<file path="config.mk">
export PLATFORM = sky130hd
export DESIGN_NAME = sps_burst_ctrl
export DESIGN_NICKNAME = d
export VERILOG_FILES = /design/src/rtl/sps_burst_ctrl.sv
export SDC_FILE = /design/constraint.sdc
export NUM_CORES = 1
export LEC_CHECK = 0
export ABC_AREA = 0
export CAP_MARGIN = 5
export CORE_MARGIN = 3
export CORE_UTILIZATION = 51
export DETAILED_ROUTE_END_ITERATION = 8
export PLACE_DENSITY = 0.84
export SYNTH_ARGS = -nofsm -noshare
export SYNTH_HDL_FRONTEND = slang
export SYNTH_SLANG_ARGS = --single-unit
</file>
<file path="constraint.sdc">
create_clock -name clk -period 2.5 [get_ports clk]
set_clock_uncertainty 0.1 [all_clocks]
set_input_delay 0.25 -clock clk [delete_from_list [all_inputs] [get_ports clk]]
set_output_delay 0.25 -clock clk [all_outputs]
set_load 0.05 [all_outputs]
</file>
<file path="src/rtl/sps_burst_ctrl.sv">
// sps_burst_ctrl: sequences MRAM word reads into the parallel-to-serial shifter, one burst at a time
module sps_burst_ctrl #(
    parameter int BUS_WIDTH  = 16,
    parameter int ADDR_WIDTH = 10,
    parameter int LEN_WIDTH  = 8,
    parameter int RD_LAT     = 2
) (
    input  logic                  clk,
    input  logic                  rst,
    input  logic                  start,
    input  logic [ADDR_WIDTH-1:0] start_addr,
    input  logic [LEN_WIDTH-1:0]  burst_len,
    input  logic [1:0]            word_sel_cfg,
    input  logic                  abort,
    output logic                  mram_re,
    output logic [ADDR_WIDTH-1:0] mram_addr,
    output logic                  p2s_en,
    output logic                  p2s_load,
    output logic                  p2s_send,
    output logic [1:0]            p2s_word_sel,
    output logic                  bit_valid,
    output logic                  busy,
    output logic                  word_done,
    output logic                  done,
    output logic                  err
);
    localparam int CW       = $clog2(BUS_WIDTH) + 1;
    localparam int WAIT_CYC = (RD_LAT > 1) ? RD_LAT - 1 : 0;
    localparam int WW       = $clog2(RD_LAT + 1);
    localparam logic [WW-1:0] WAIT_LAST = WW'((WAIT_CYC > 0) ? WAIT_CYC - 1 : 0);
    localparam logic [CW-1:0] NB_FULL   = CW'(BUS_WIDTH);
    localparam logic [CW-1:0] NB_HALF   = CW'(BUS_WIDTH / 2);

    typedef enum logic [2:0] {IDLE, ADDR, WAIT, LOAD, SHIFT, NEXT, DONE} state_t;

    state_t                state, state_n;
    logic [ADDR_WIDTH-1:0] addr_q, addr_n;
    logic [LEN_WIDTH-1:0]  left_q, left_n;
    logic [CW-1:0]         bit_q, bit_n;
    logic [WW-1:0]         wait_q, wait_n;
    logic [1:0]            sel_n;
    logic [CW-1:0]         nb;
    logic                  err_n, done_n;

    assign nb = (p2s_word_sel == 2'b11) ? NB_FULL : NB_HALF;

    // State register
    always_ff @(posedge clk) begin
        if (!rst) state <= IDLE;
        else state <= state_n;
    end

    // Next-state, counter and command-latch decisions; abort from any active state wins
    always_comb begin
        state_n = state;
        addr_n  = addr_q;
        left_n  = left_q;
        bit_n   = bit_q;
        wait_n  = wait_q;
        sel_n   = p2s_word_sel;
        err_n   = 1'b0;
        done_n  = 1'b0;
        case (state)
            IDLE: begin
                if (start) begin
                    if (word_sel_cfg == 2'b00) err_n = 1'b1;
                    else if (burst_len == '0) done_n = 1'b1;
                    else begin
                        state_n = ADDR;
                        addr_n  = start_addr;
                        left_n  = burst_len;
                        sel_n   = word_sel_cfg;
                    end
                end
            end
            ADDR: begin
                state_n = (WAIT_CYC == 0) ? LOAD : WAIT;
                wait_n  = '0;
            end
            WAIT: begin
                wait_n  = wait_q + WW'(1);
                state_n = (wait_q == WAIT_LAST) ? LOAD : WAIT;
            end
            LOAD: begin
                state_n = SHIFT;
                bit_n   = '0;
            end
            SHIFT: begin
                bit_n   = bit_q + CW'(1);
                state_n = (bit_q == nb - CW'(1)) ? NEXT : SHIFT;
            end
            NEXT: begin
                if (left_q > LEN_WIDTH'(1)) begin
                    left_n  = left_q - LEN_WIDTH'(1);
                    addr_n  = addr_q + ADDR_WIDTH'(1);
                    state_n = ADDR;
                end else state_n = DONE;
            end
            DONE: state_n = IDLE;
            default: state_n = IDLE;
        endcase
        if (state != IDLE && abort) state_n = IDLE;
    end

    // Counters, latched config and registered outputs decoded from the upcoming state
    always_ff @(posedge clk) begin
        if (!rst) begin
            addr_q       <= '0;
            left_q       <= '0;
            bit_q        <= '0;
            wait_q       <= '0;
            p2s_word_sel <= 2'b00;
            mram_re      <= 1'b0;
            mram_addr    <= '0;
            p2s_en       <= 1'b0;
            p2s_load     <= 1'b0;
            p2s_send     <= 1'b0;
            bit_valid    <= 1'b0;
            busy         <= 1'b0;
            word_done    <= 1'b0;
            done         <= 1'b0;
            err          <= 1'b0;
        end else begin
            addr_q       <= addr_n;
            left_q       <= left_n;
            bit_q        <= bit_n;
            wait_q       <= wait_n;
            p2s_word_sel <= sel_n;
            mram_re      <= state_n == ADDR;
            mram_addr    <= (state_n == ADDR) ? addr_n : '0;
            p2s_en       <= state_n != IDLE;
            p2s_load     <= state_n == LOAD;
            p2s_send     <= state_n == SHIFT;
            bit_valid    <= p2s_send;
            busy         <= state_n != IDLE;
            word_done    <= state_n == NEXT;
            done         <= done_n || state_n == DONE;
            err          <= err_n;
        end
    end
endmodule
</file>
**After elaboration in Yosys (flattened, before gate mapping)**

Cells that the tools add are included.
Widths: inputs -> output; s select.

- Flip-flop bits (word level): 48
- Input port bits: 24
- Output and inout bits: 21

- Bitwise operators: 2
- Reductions and logical operators: 15
- Add/subtract/negate cells: 5
- Equal/unequal tests: 16
- Order comparisons: 1
- Mux-type cells: 26

Operator list:

| kind | count |
|---|---|
| $mux 10 | 4 |
| $mux 8 | 4 |
| $pmux 10 s2 | 1 |
| $pmux 3 s6 | 1 |
| $pmux 8 s2 | 1 |
| $eq 3x3->1 const B | 5 |
| $mux 3 | 5 |
| $add 10x1->10 const B | 1 |
| $pmux 5 s2 | 1 |
| $eq 3x2->1 const B | 3 |
| $gt 8x1->1 const B | 1 |
| $logic_not 8->1 | 1 |
| $ne 2x2->1 const B | 4 |
| $sub 8x1->8 const B | 1 |
| $mux 1 | 7 |
| $eq 3x1->1 const B | 2 |
| $reduce_bool 2->1 | 3 |
| $reduce_bool 3->1 | 2 |
| $add 5x1->5 const B | 1 |
| $eq 5x5->1 | 1 |
| $mux 5 | 1 |
| $reduce_and 5->1 | 1 |
| $sub 5x1->5 const B | 1 |
| $logic_not 2->1 | 2 |
| 10 further kinds | 11 |

**Longest topological paths before layout**

Gate-level depths: netlist (run 1).

- Depth in word-level cells: 9
- Gate-level depth with buffers: 9
- Gate-level depth less buffers: 8

**Least setup slack after synthesis (run 1)**

OpenSTA, ideal clock, no wires.

- Path kind: reg2reg
- Start point: reg left_q[0]
- End point: reg left_q[4]
- Data required time: 2325 ps
- Stages on the path, launching flop included: 9
- Setup time: 75 ps
- Slack: 333 ps
- Data arrival time: 1992 ps
- Path through: dfxtp_1 -> inv_1 -> ha_1 -> or2_1 -> buf_6 -> a31o_4 -> or3_4 -> or3_1 -> a31oi_1

- Longest elaborated chain between the ends: 3
- Elaborated cells on any way between the ends: 6
- Those cells by class: 1 x add/sub; 1 x order compare; 1 x eq/ne; 2 x mux; 1 x reduce/logical

RTL lines:

| element | line | RTL |
|---|---|---|
| from (decl) | 38 | `logic [LEN_WIDTH-1:0] left_q, left_n;` |
| from (signal assigned) | 125 | `left_q <= left_n;` |
| $sub 8x1->8 / $gt 8x1->1 (equally long branches) | 94, 93 |  |
| $mux 8 / $ne 2x2->1 (equally long branches) | - |  |
| $pmux 8 s2 / $reduce_and 5->1 (equally long branches) | - |  |

Several ways; a longest one is shown, not always the timed one. The select of a mux whose other input is x is not followed.
A chain may end at the register's enable or synchronous reset.

**Final worst setup path (run 1)**

- Start point: reg left_q[0]
- End point: reg addr_q[1]

- Longest elaborated chain between the ends: 3

RTL lines:

| element | line | RTL |
|---|---|---|
| $gt 8x1->1 | 93 | `if (left_q > LEN_WIDTH'(1)) begin` |
| $mux 10 | 93 |  |
| $pmux 10 s2 | 63 | `case (state)` |
| to (signal assigned) | 124 | `addr_q <= addr_n;` |
| to (decl) | 37 | `logic [ADDR_WIDTH-1:0] addr_q, addr_n;` |

Every way passes these cells.

==> results.toml, run 1 <==
[run_status]
run_status = "finished, final reports clean"

[global_routing]
antenna_found_initial = 0
overflow = 0
grt_pass1_vias = 2076
grt_pass1_wl_um = 9577
grt_max_degree = 25
grt.total_usage = 0.2235

[final_layout]
final_area_um2 = 2962
nets = 353
finalCoreUtilization = 0.7049
drive_above_1_share = 0.09846
antenna_cells = 0
final_common_cell = "dfxtp_1"
area_growth_pct = 27.60
fillers = 342
layout_common_cells = "dfxtp_1 (48), clkdlybuf4s50_1 (44), a21oi_1 (35), nand2_1 (25), nor2_1 (25)"

[setup_path]
cp-start-kind = "flip-flop"
crit_path_max_incr_delay_ns = 0.43
reg2reg_to = "addr_q[1]$_SDFF_PN0_"
crit_required_ns = 2.60
cpMaxStageDelayCell = "a31oi_1"
end_kind = "flip-flop"
crit_start = "left_q[0]$_SDFFE_PN0P_"
path_max_fanout = 6
r2r-start = "left_q[0]$_SDFFE_PN0P_"
r2r_slack_ns = 0.18
path_class = "flip-flop to flip-flop"
arrival_ns = 2.43
r2r_cells = 8
cp-endpoint = "addr_q[1]$_SDFF_PN0_"
worstPathCellList = "inv_1 > ha_1 > or2_1 > a31oi_1 > a21oi_2 > buf_4 > a221o_1 > and2_1"

[floorplan]
initial_utilization = 0.5524
io-pin-count = 45
core_area_um2 = 4202
die_area_um2 = 5396
die_h_um = 73.46
fp-row-count = 23
dieWidth_um = 73.46

[sta]
period_minus_slack_ns = 2.321
worst_pin_slew_ns = 0.5518
drv_slew = 0
finalSetupViolations = 0
finalCritPeriodShare = 0.9285
tns_ns = 0
hold_viol = 0
relSlewSlack = 0.6304
fmax_mhz = 430.8
rsz0062_at_grt = "no"

[synth]
synth_edf_count = 0
yosysTopAreaCellShare = 0.4140
ys_seq_area_frac = 0.4140
synth.cell_area_um2 = 2321
yosysWarnings = 0
synth.avg_cell_area_um2 = 8.440
synth-seq-cells = 48
ys_top_cells_by_area = "dfxtp_1 (41%), a21oi_1 (7.5%), nand2_1 (4.0%), nor2_1 (4.0%), o21ai_0 (3.2%)"
synthesis.nets = 304
synthCells = 275
synth_cell_types = 58
yosysTopAreaCell = "dfxtp_1"
synthArstFlopShare = 0
synth_flop_cell = "dfxtp_1"

[power_and_ir_drop]
p_clk_frac = 0.227
internal_power_uw = 1610
p_switching_uw = 991.8
p_leak_uw = 0.001172
sw_frac_of_total = 0.3812
p_comb_frac = 0.392
power_frac_seq = 0.382
peakVddDrop_mv = 0.3816
p_per_area_nw_per_um2 = 878.5

[detailed_routing]
route.detailed.drc = 0
dr.pass1.iters = 4
drt_wl_total_um = 5659
wl_per_cell_um = 15.09
vias = 2249
drt_iter0_drc = 244
viasPerCell = 5.997
antenna_left = 0

[clock_tree]
insertion_delay_ns = 0.30
htree_levels = 2
postCtsSetupBuffers = 0
numCtsBuffers = 5
ctsHoldBuffers = 0
clk_path_buf_depth = 2
cts.sinks = 48
cts_tree = "done"
clk_pin_slew_ns = 0.09
cts_root_buffer = "clkbuf_8"
cts_resized = 0

[placed_design]
postPlaceCellArea_um2 = 2840
io_buffers = 44
hpwl_um = 4149
gp_congestion = 0.8384

[worst_hold_path]
hold_path_class = "flip-flop to flip-flop"

[flow_run]
max-cap-violations = 0
-- worst max-delay path, delay by kind of cell (launching register included) --
family / cells / cell delay [ns]
compound gates: 3 / 0.84
simple gates: 2 / 0.46
flops: 1 / 0.36
buf+inv: 2 / 0.25
fa+ha+maj: 1 / 0.22
-- Yosys cell counts, drive strengths merged, types with 3 or more instances --
cell,instances
or3,4
a221oi,3
buf,9
and3,6
or4,3
nand3,6
a32oi,5
nor3,6
ha,5
or2,3
nor4,6
and2,4
inv,12
a31oi,10
nor2,25
dfxtp,48
nand2,25
o21ai,15
a21o,3
a21oi,37
clkbuf,5
-- registers in the layout (all words and copies together) (netlist names), 2 cells and up --
| signal | cells |
|---|---|
| left_q | 8 |
| wait_q | 2 |
| mram_addr | 10 |
| bit_q | 5 |
| p2s_word_sel | 2 |
| state | 3 |
| addr_q | 10 |
-- metrics by stage --
step,power (uW),setup slack [ns],std cells,hold slack [ns]
4_1_cts,2602,0.1836,375,0.3782
5_1_grt,2745,0.04780,375,0.3933
3_5_place_dp,2014,0.1798,367,0.3605
6_report,2602,0.1788,375,0.3700
3_3_place_gp,1996,0.2215,367,0.3456
2_1_floorplan,1726,0.3328,275,0.2267
-- area by class of cell --
class / instances / area, um^2 / area share
Timing Repair Buffer: 56 / 530.5 / 0.1791
Clock inverter: 2 / 38.79 / 0.01310
Inverter: 13 / 48.80 / 0.01648
Tap cell: 50 / 62.56 / 0.02112
Clock buffer: 6 / 82.58 / 0.02788
Sequential cell: 48 / 960.9 / 0.3245
Multi-Input combinational cell: 200 / 1237 / 0.4178
-- logic make-up (layout without fill, tap and decap cells) --
family / after synthesis / in the layout / synth area share
adder cells (fa/ha/maj): 5 / 5 / 0.02695
multiplexers: 1 / 1 / 0.004851
buffers and inverters: 27 / 77 / 0.05282
AND/OR/NAND/NOR: 98 / 98 / 0.2291
flip-flops: 48 / 48 / 0.4140
AO/OA/AOI/OAI: 94 / 94 / 0.2647
XOR/XNOR: 2 / 2 / 0.007549
-- metal layers --
| metal | up-vias | GRT usage | wire length (um) |
|---|---|---|---|
| li1 | 1112 | - | - |
| met1 | 1049 | 0.2878 | 2428 |
| met2 | 83 | 0.3720 | 2804 |
| met3 | 5 | 0.04514 | 374 |
| met4 | 0 | 0.07445 | 51 |
| met5 | - | 0 | 0 |
-- power by group through the flow --
stage | Combinational (uW) | Sequential [uW] | Clock, uW
6_report | 1020 | 993 | 590
5_1_grt | 1110 | 1010 | 631
4_1_cts | 1010 | 989 | 599
3_5_place_dp | 1010 | 1000 | 0
3_3_place_gp | 995 | 1000 | 0
2_1_floorplan | 613 | 1110 | 0
-- worst min-delay path by stage --
stage / slack (ns) / cells after the start / startpoint / endpoint
2_1_floorplan: 0.23 / 1 / word_sel_cfg[1] / err$_SDFF_PN0_
3_3_place_gp: 0.35 / 1 / p2s_send$_SDFF_PN0_ / bit_valid$_SDFF_PN0_
3_5_place_dp: 0.36 / 1 / p2s_send$_SDFF_PN0_ / bit_valid$_SDFF_PN0_
4_1_cts: 0.38 / 2 / p2s_word_sel[0]$_SDFFE_PN0P_ / p2s_word_sel[0]$_SDFFE_PN0P_
5_1_grt: 0.39 / 2 / p2s_word_sel[0]$_SDFFE_PN0P_ / p2s_word_sel[0]$_SDFFE_PN0P_
6_report: 0.37 / 1 / p2s_send$_SDFF_PN0_ / bit_valid$_SDFF_PN0_
(Power assumes the default switching activity.)
==> inputs of run 2 (changes only) <==
Settings changed: CAP_MARGIN 5 to 10.
==> results of run 2 <==
Final layout, timing and power as in run 1 (identical DEF).
==> inputs of run 3 (changes only) <==
Settings changed: CORE_UTILIZATION 51 to 55, PLACE_DENSITY 0.84 to 0.89.
Clock period 2.5 ns to 2.75 ns, I/O delays scaled along.
==> results.toml, run 3 (same netlist as run 1, synthesis figures left out) <==
[clock_tree]
numCtsBuffers = 5
cts.sinks = 48
cts_tree = "done"
clk_path_buf_depth = 2
ctsHoldBuffers = 0
cts_resized = 0
htree_levels = 2
cts_root_buffer = "clkbuf_8"
clk_pin_slew_ns = 0.08
postCtsSetupBuffers = 0
insertion_delay_ns = 0.30

[detailed_routing]
viasPerCell = 5.989
wl_per_cell_um = 14.85
dr.pass1.iters = 4
antenna_left = 0
route.detailed.drc = 0
drt_iter0_drc = 219
vias = 2204
drt_wl_total_um = 5466

[setup_path]
cp-start-kind = "flip-flop"
crit_required_ns = 2.88
cp_top_family = "simple AND/OR/NAND/NOR gates"
cpMaxStageDelayCell = "or3_4"
worstPathCellList = "inv_1 > ha_1 > or2_1 > a31o_4 > or3_4 > or3_1 > a31oi_1"
arrival_ns = 2.47
end_kind = "flip-flop"
critPathBufInv = 1
crit_path_max_incr_delay_ns = 0.38
path_max_fanout = 7
path_class = "flip-flop to flip-flop"

[floorplan]
io-pin-count = 45
core_area_um2 = 3854
die_area_um2 = 5035
die_h_um = 70.96
dieWidth_um = 70.96
fp-row-count = 22
initial_utilization = 0.6023

[sta]
rsz0062_at_grt = "no"
hold_viol = 0
tns_ns = 0
fmax_mhz = 428.1
finalCritPeriodShare = 0.8495
period_minus_slack_ns = 2.336
fin_hold_ws_ns = 0.3706
worst_pin_slew_ns = 0.5320
relSlewSlack = 0.6448
finalSetupViolations = 0
drv_slew = 0

[flow_run]
max-cap-violations = 0

[power_and_ir_drop]
p_leak_uw = 0.001136
peakVddDrop_mv = 0.4723
p_per_area_nw_per_um2 = 774.1

[final_layout]
antenna_cells = 0
layout_common_cells = "dfxtp_1 (48), clkdlybuf4s50_1 (44), a21oi_1 (35), nand2_1 (25), nor2_1 (25)"
nets = 348
drive_above_1_share = 0.07813
fillers = 301
area_growth_pct = 25.07
reg_top3 = "addr_q: 10 flops, mram_addr: 10 flops, left_q: 8 flops"
final_common_cell = "dfxtp_1"

[global_routing]
grt.total_usage = 0.2207
grt_max_degree = 25
overflow = 0
grt_pass1_wl_um = 9059
antenna_found_initial = 0
grt_pass1_vias = 2027

[placed_design]
io_buffers = 44
gp_congestion = 0.8631
hpwl_um = 3985

[run_status]
run_status = "finished, final reports clean"

[worst_hold_path]
hold_path_class = "flip-flop to flip-flop"
-- run 3: cell count changes in the layout (fill, tap and decap cells not counted), sizes merged --
cell    previous run  this run
buf               12         7
bufinv             1         0
clkbuf             6         8
clkinv             2         1
-- run 3: path summary, 6_finish.rpt --
kind | start | endpoint | cells past startpoint | slack, ns
max | left_q[0]$_SDFFE_PN0P_ | left_q[4]$_SDFFE_PN0P_ | 7 | 0.41
min | p2s_send$_SDFF_PN0_ | bit_valid$_SDFF_PN0_ | 1 | 0.37
max reg2reg | left_q[0]$_SDFFE_PN0P_ | left_q[4]$_SDFFE_PN0P_ | 7 | 0.41
min reg2reg | p2s_send$_SDFF_PN0_ | bit_valid$_SDFF_PN0_ | 1 | 0.37
-- run 3: layout make-up --
class / instances / area, um^2 / share of cell area
Timing Repair Buffer: 51 / 505.5 / 0.1741
Clock buffer: 8 / 90.09 / 0.03103
Multi-Input combinational cell: 200 / 1237 / 0.4263
Sequential cell: 48 / 960.9 / 0.3310
Tap cell: 48 / 60.06 / 0.02069
Inverter: 13 / 48.80 / 0.01681
-- run 3: per-layer routing --
layer,GRT usage,part of all wire
met5,0,0
met2,0.3677,0.46
met1,0.2757,0.46
met4,0.07724,0.013
met3,0.05682,0.062
-- run 3: where the power goes --
group / internal, uW / total, uW / switching, uW
combinational: 358 / 906 / 548
sequential: 799 / 912 / 112
clock: 205 / 430 / 225
-- run 3: metrics by stage --
stage | utilization | std cells | area, um^2 | total power [uW] | setup slack (ns)
after global placement | 0.7299 | 360 | 2813 | 1795 | 0.3198
final | 0.7532 | 368 | 2903 | 2247 | 0.4138
after CTS | 0.7532 | 368 | 2903 | 2241 | 0.4136
after detailed placement | 0.7299 | 360 | 2813 | 1821 | 0.2131
after global routing | 0.7532 | 368 | 2903 | 2361 | 0.2492
after floorplan | - | 275 | 2321 | 1569 | 0.5828
